<file path="src/rtl/serial_full_adder.sv">
// Bit-serial adder: one full-adder cell plus a carry register, one bit per clock, LSB first.
// Operands come in over one valid/ready handshake and the result goes out over a second one.
module serial_full_adder #(
  parameter int WIDTH = 8
) (
  input  logic             clk,
  input  logic             rst,
  input  logic             in_valid,
  output logic             in_ready,
  input  logic [WIDTH-1:0] a,
  input  logic [WIDTH-1:0] b,
  input  logic             c_in,
  output logic             out_valid,
  input  logic             out_ready,
  output logic [WIDTH-1:0] sum,
  output logic             c_out
);

  localparam int CW = $clog2(WIDTH + 1);
  localparam logic [CW-1:0] LAST = CW'(WIDTH - 1);

  typedef enum logic [1:0] {
    IDLE = 2'd0,
    ADD  = 2'd1,
    DONE = 2'd2
  } state_t;

  state_t          state;
  logic [WIDTH-1:0] a_sh;
  logic [WIDTH-1:0] b_sh;
  logic [WIDTH-1:0] sum_sh;
  logic            carry;
  logic            c_out_r;
  logic [CW-1:0]   cnt;

  logic             s;
  logic             co;
  logic [WIDTH-1:0] sum_next;

  // The new sum bit enters at the MSB so that after WIDTH shifts bit 0 lands at index 0.
  always_comb begin
    s  = a_sh[0] ^ b_sh[0] ^ carry;
    co = (a_sh[0] & b_sh[0]) | (a_sh[0] & carry) | (b_sh[0] & carry);
    sum_next = sum_sh >> 1;
    sum_next[WIDTH-1] = s;
  end

  // Handshakes: a transfer happens on a rising edge where valid and ready are both high.
  // in_ready is high only in IDLE and out_valid only in DONE, so input and output never overlap.
  always_ff @(posedge clk or posedge rst) begin
    if (rst) begin
      state   <= IDLE;
      a_sh    <= '0;
      b_sh    <= '0;
      sum_sh  <= '0;
      carry   <= 1'b0;
      c_out_r <= 1'b0;
      cnt     <= '0;
    end else begin
      case (state)
        IDLE: begin
          if (in_valid) begin
            a_sh  <= a;
            b_sh  <= b;
            carry <= c_in;
            cnt   <= '0;
            state <= ADD;
          end
        end
        ADD: begin
          sum_sh <= sum_next;
          a_sh   <= a_sh >> 1;
          b_sh   <= b_sh >> 1;
          carry  <= co;
          if (cnt == LAST) begin
            c_out_r <= co;
            state   <= DONE;
          end else begin
            cnt <= cnt + CW'(1);
          end
        end
        DONE: begin
          if (out_ready) state <= IDLE;
        end
        default: state <= IDLE;
      endcase
    end
  end

  assign in_ready  = (state == IDLE);
  assign out_valid = (state == DONE);
  assign sum       = sum_sh;
  assign c_out     = c_out_r;

endmodule

</file>
<file path="config.mk">
export PLATFORM = sky130hd
export DESIGN_NAME = serial_full_adder
export DESIGN_NICKNAME = d
export VERILOG_FILES = /design/src/rtl/serial_full_adder.sv
export SDC_FILE = /design/constraint.sdc
export NUM_CORES = 1
export LEC_CHECK = 0
export BUFFER_PORTS_ARGS = -buffer_cell sky130_fd_sc_hd__buf_2
export CORE_ASPECT_RATIO = 2
export CORE_MARGIN = 2
export CORE_UTILIZATION = 40
export DETAILED_ROUTE_END_ITERATION = 12
export PLACE_DENSITY_LB_ADDON = 0.05
export SLEW_MARGIN = 20
export SYNTH_ARGS = -nofsm -noshare
export SYNTH_HDL_FRONTEND = slang
export SYNTH_SLANG_ARGS = --single-unit
</file>
<file path="constraint.sdc">
create_clock -name clk -period 1.7 [get_ports clk]
set_clock_uncertainty 0.15 [all_clocks]
set_input_delay 0.17 -clock clk [delete_from_list [all_inputs] [get_ports clk]]
set_output_delay 0.17 -clock clk [all_outputs]
set_load 0.05 [all_outputs]
</file>
**Word level (Yosys, flattened, before mapping)**

Cells that the tools add are included.
Widths: inputs -> output; s select.

- Bits in registers: 32
- Bits in latches: 0
- Bits in writable memories: 0
- ROM bits: 0
- Input port bits: 21
- Output and inout bits: 11
- Logic and storage cells: 41
- Memories kept: 0

- Add/subtract/negate cells: 1
- Multipliers: 0
- Divide/modulo/power cells: 0
- Magnitude comparators: 0
- Eq/ne operators: 7
- Shift operators: 0
- Muxes and demuxes: 13
- Bitwise gates (word level): 7
- Reduce and logical (&&, ||, !) cells: 6

Operators by type and width:

| cell | number |
|---|---|
| $pmux 8 s2 | 2 |
| $mux 8 | 2 |
| $mux 4 | 2 |
| $pmux 4 s2 | 1 |
| $mux 2 | 3 |
| $ne 2x2->1 const B | 3 |
| $pmux 2 s3 | 1 |
| $reduce_and 3->1 | 2 |
| $add 4x1->4 const B | 1 |
| $eq 4x3->1 const B | 1 |
| $reduce_and 2->1 | 2 |
| $and 1x1->1 | 3 |
| $eq 2x1->1 const B | 1 |
| $eq 2x2->1 const B | 1 |
| $logic_not 2->1 | 1 |
| $ne 2x1->1 const B | 1 |
| $or 1x1->1 | 2 |
| $pmux 1 s2 | 1 |
| $reduce_bool 2->1 | 1 |
| $xor 1x1->1 | 2 |
| $mux 1 | 1 |

**Depth between registers and ports, before layout**

- Word-level depth: 4
- Gate-level depth with buffers: 6
- Depth with buffers taken out: 4

**Worst setup path after synthesis**

Ideal clock, no wire load.

- Kind: register to register
- Start: register state[0]
- End: register a_sh[7]
- Library setup time: 0.070 ns
- Arrival time: 1.456 ns
- Data required time: 1.480 ns
- Setup slack: 0.025 ns
- Stages on the path, launching flop included: 4
- Path buffers: 1
- Period minus slack after synthesis: 1.675 ns
- Path through: dfrtp_1 -> buf_6 -> nor2_1 -> a32o_1

- Cells in the longest elaborated chain, start to end: 3
- Elaborated cells between the ends (all ways): 6
- Those cells by class: 2 x eq/ne; 1 x mux; 3 x reduce/logical

RTL lines:

| element | RTL line | RTL |
|---|---|---|
| from (decl) | 28 | `state_t state;` |
| from (signal assigned) | 52 | `state <= IDLE;` |
| from (signal assigned) | 67 | `state <= ADD;` |
| from (signal assigned) | 77 | `state <= DONE;` |
| $logic_not 2->1 * | - |  |
| named net in_ready | 9 | `output logic in_ready,` |
| $ne 2x2->1 (no source line) or $reduce_bool 2->1 (tied branches) | - |  |
| $reduce_and 2->1 (no source line) | - |  |
| to (signal assigned) | 72 | `a_sh <= a_sh >> 1;` |
| to (decl) | 29 | `logic [WIDTH-1:0] a_sh;` |

Mark *: on every way through the listed nets, which the timed path passes. The rest lies on a longest branch.
A chain may end at the register's enable or synchronous reset.

**Worst setup path after layout**

- Start: register cnt[0]
- End: register c_out_r (netlist: c_out)

- Cells in the longest elaborated chain, start to end: 2

RTL lines:

| element | RTL line | RTL |
|---|---|---|
| from (decl) | 34 | `logic [CW-1:0] cnt;` |
| from (signal assigned) | 79 | `cnt <= cnt + CW'(1);` |
| $eq 4x3->1 | 75 | `if (cnt == LAST) begin` |
| $reduce_and 2->1 (no source line) | - |  |
| to (signal assigned) | 76 | `c_out_r <= co;` |
| to (decl) | 33 | `logic c_out_r;` |

Every way passes these cells.

==> results by group <==
Logic synthesis
  • Synth warnings: 0
  • Netlist Area Pre-Place: 0.00150 mm²
  • Share of the yosys chip area belonging to registers: a little over half
  • Net Count, Synth: 167
  • Post-Syn Instances: around 140
  • Register bit total from synthesis: 32
  • Syn_area_per_cell: ~10 µm²
  • Unique cell type count in the Yosys netlist: 26

STA
  • Sum Neg Setup Slack: 0 ns
  • Worst-margin pin slew: 0.406 ns
  • Fmax: 614 MHz
  • Fin. Hold Viols: 0
  • Period utilisation layout: 95.9%
  • Pins Over Slew Limit: 0
  • Min cycle time layout: 1.63 ns
  • Slew margin rel.: between 70 and 80%
  • RSZ-0062 raised after global routing: false
  • Final setup fails: 0
  • Final WS setup: 0.0702 ns

Final layout
  • Fillers: 352
  • P&R area growth vs syn: 24.1%
  • Finished Layout Cells: around 230
  • Final #Nets: 206
  • Layout cell share with drive strength beyond 1: about 27%
  • Fin util: 51.5%
  • ANT cells: 0

Flow run
  • Max-cap violations: 0

Routing
  • WL/cell: 12.3 µm
  • # DRC: 0
  • Drt pass-1 iters: 4
  • Vias per std cell: between 4 and 5
  • Final wirelength: 2.86 mm
  • Via count: 1,126
  • Routed Antenna Nets: 0
  • Initial DRC count: 24

Power and ir drop
  • Cell internal pwr: ~2.3 mW
  • Leakage Power: 0.938 nW
  • Switching fraction of total power: approximately two fifths
  • Clock Power Share: between 10% and 20%
  • Tot Pwr: 3.86 mW
  • Combinational share of power: 46.8%
  • PD cells: 2080 mW/mm²
  • Sequential Power Share: around a third
  • Max IR drop VDD: 1.10 mV
  • Switching Power: 1.60 mW

Die
  • # IOs: 32
  • # rows: 31
  • Die area: 0.00428 mm²
  • Die W: 47.3 µm
  • Initial core utilization: 41.5%
  • Core ar.: between 0.003 and 0.004 mm²
  • Die height: 90.5 µm

Clock tree
  • Root Buffer: clkbuf_8
  • Clock sink total: 32
  • Worst-path clk slew: 0.07 ns
  • Clock Tree Buf Depth: 2
  • Worst-skew pair later-pin latency: about 0.28 ns
  • CTS tree: built
  • CTS Buf Count: 5
  • # Post-CTS Setup Buffers: 0
  • H-Tree Depth: 2

Setup path
  • Type of origin of the critical path: register
  • Worst-path fanout max: 5
  • Critical path cell sequence: ha_1 > and3b_2 > nand2_1 > mux2_2
  • Critical path data arrival time: 1.65 ns
  • Top Family by Delay on Critical Path: flip-flops
  • Crit end category: register
  • Critical-path top delay cell: dfrtp_1
  • Max stage delay on crit path: around 0.43 ns
  • Worst Path Required: 1.72 ns
  • Setup CP Type: reg -> reg
  • Bufs and invs on worst path: 0

Global route
  • First-pass GRT wire length: around 5.0 mm
  • Overflow after GRT: 0
  • Vias in the first global route: between 1,000 and 1,500
  • GRT Total Usage: 16.1%
  • Initial antenna violation count: 0
  • Largest net degree at the start of global routing: 37

Placement
  • GP Congestion: 0.709
  • Placed cells: 222
  • Pre-CTS setup slack: 0.0705 ns
  • HPWL after DPL: 2.12 mm
  • PortBufs: 31

Worst hold path
  • Hold Path Class: in -> reg

Outcome
  • Outcome: completed
-- power by group through the flow --
stage                     sequential [mW]  combinational (mW)  clock, mW
after global routing                 1.39                2.04      0.767
after detailed placement             1.36                1.82          0
after global placement               1.34                1.79          0
after CTS                            1.35                1.83      0.727
after floorplan                      1.65                1.15          0
final                                1.34                1.80      0.710
-- repair_timing --
item,4_1_cts,5_1_grt
hold endpoints to repair,34,0
setup endpoints to repair,1,3
hold buffers,3,0
resized for setup,1,4
-- stage by stage --
stage	hold slack [ns]	area, µm²
after global placement	0.123	1710
final	0.000453	1860
after global routing	0.0239	1860
after floorplan	0.127	1500
after detailed placement	0.138	1710
after CTS	0.00559	1850
-- cell usage after synthesis --
cell type	number	area share (%)
buf_12	1	1.3
or2b_1	1	0.50
fa_1	1	1.3
o21ai_0	6	2.0
nand2_1	42	11
mux2i_1	15	10
and2b_1	1	0.50
buf_2	3	1.0
inv_1	3	0.75
buf_6	3	2.3
nand4_1	1	0.42
nand2b_1	2	0.84
o311ai_2	1	1.1
dfrtp_1	32	54
o22ai_1	1	0.42
mux2_2	1	0.75
a21oi_1	4	1.3
and3b_1	1	0.59
nor2_1	2	0.50
ha_1	1	0.84
o21bai_4	1	1.3
o21ai_1	10	3.3
buf_4	2	1.0
a32o_1	2	1.3
nand3_1	6	2.0
nand3b_1	1	0.50
-- cells in the final DEF, fill, tap and decap left out, drive strengths merged --
master	count
and2b	1
o21bai	1
o311ai	1
ha	1
or2b	1
nor2	2
fa	1
o22ai	1
clkinv	1
nand3	6
and3b	1
a32o	2
nand3b	1
nand2	42
o21ai	16
dfrtp	32
bufinv	1
a21oi	4
nand2b	2
clkbuf	7
mux2	1
inv	3
mux2i	15
dlygate4sd3	3
nand4	1
buf	37
-- final cells by class --
type / count / area, µm² / area share [%]
Sequential cell: 32 / 801 / 43.1
Multi-Input combinational cell: 100 / 604 / 32.5
Timing Repair Buffer: 41 / 272 / 14.6
Clock buffer: 6 / 72.6 / 3.91
Tap cell: 49 / 61.3 / 3.30
Clock inverter: 2 / 35.0 / 1.89
Inverter: 3 / 11.3 / 0.606
-- final timing paths --
| path | start | to | slack (ns) | cells past startpoint |
|---|---|---|---|---|
| min reg2reg | sum[0] | sum[0] | 0.32 | 2 |
| max | cnt[0] | c_out | 0.07 | 4 |
| min | a[1] | a_sh[1] | 0.0005 | 3 |
| max in group asynchronous | rst | a_sh[4] | 0.73 | 4 |
| max reg2reg | cnt[0] | c_out | 0.07 | 4 |
| min in group asynchronous | rst | sum[2] | 0.36 | 4 |
-- flip-flops by register name (all words and copies together), names as in the netlist --
signal and count:
a_sh 8, b_sh 8, sum 8, cnt 4, state 2, c_out 1
carry 1
-- worst reg2reg max path: cells and delay by family (launching register included) --
family | cells | cell delay (ns)
muxes | 1 | 0.33
and+or+nand+nor | 2 | 0.35
DFF | 1 | 0.43
adders and majority gates | 1 | 0.26
-- routing by layer --
layer	share of wire, %	up-vias	track usage [%]
li1	-	560	-
met1	37	539	16.4
met2	58	23	28.4
met3	3.6	4	4.80
met4	1.4	0	5.56
met5	0	-	0
-- cells by family after synthesis --
kind of cell	Yosys count	share of synthesized area, %
fa+ha+maj	2	2.17
buf+inv	12	6.35
simple gates	57	16.4
mux	16	10.8
flops	32	53.5
compound gates	25	10.8
No activity file was read; power rests on OpenSTA's default activity.
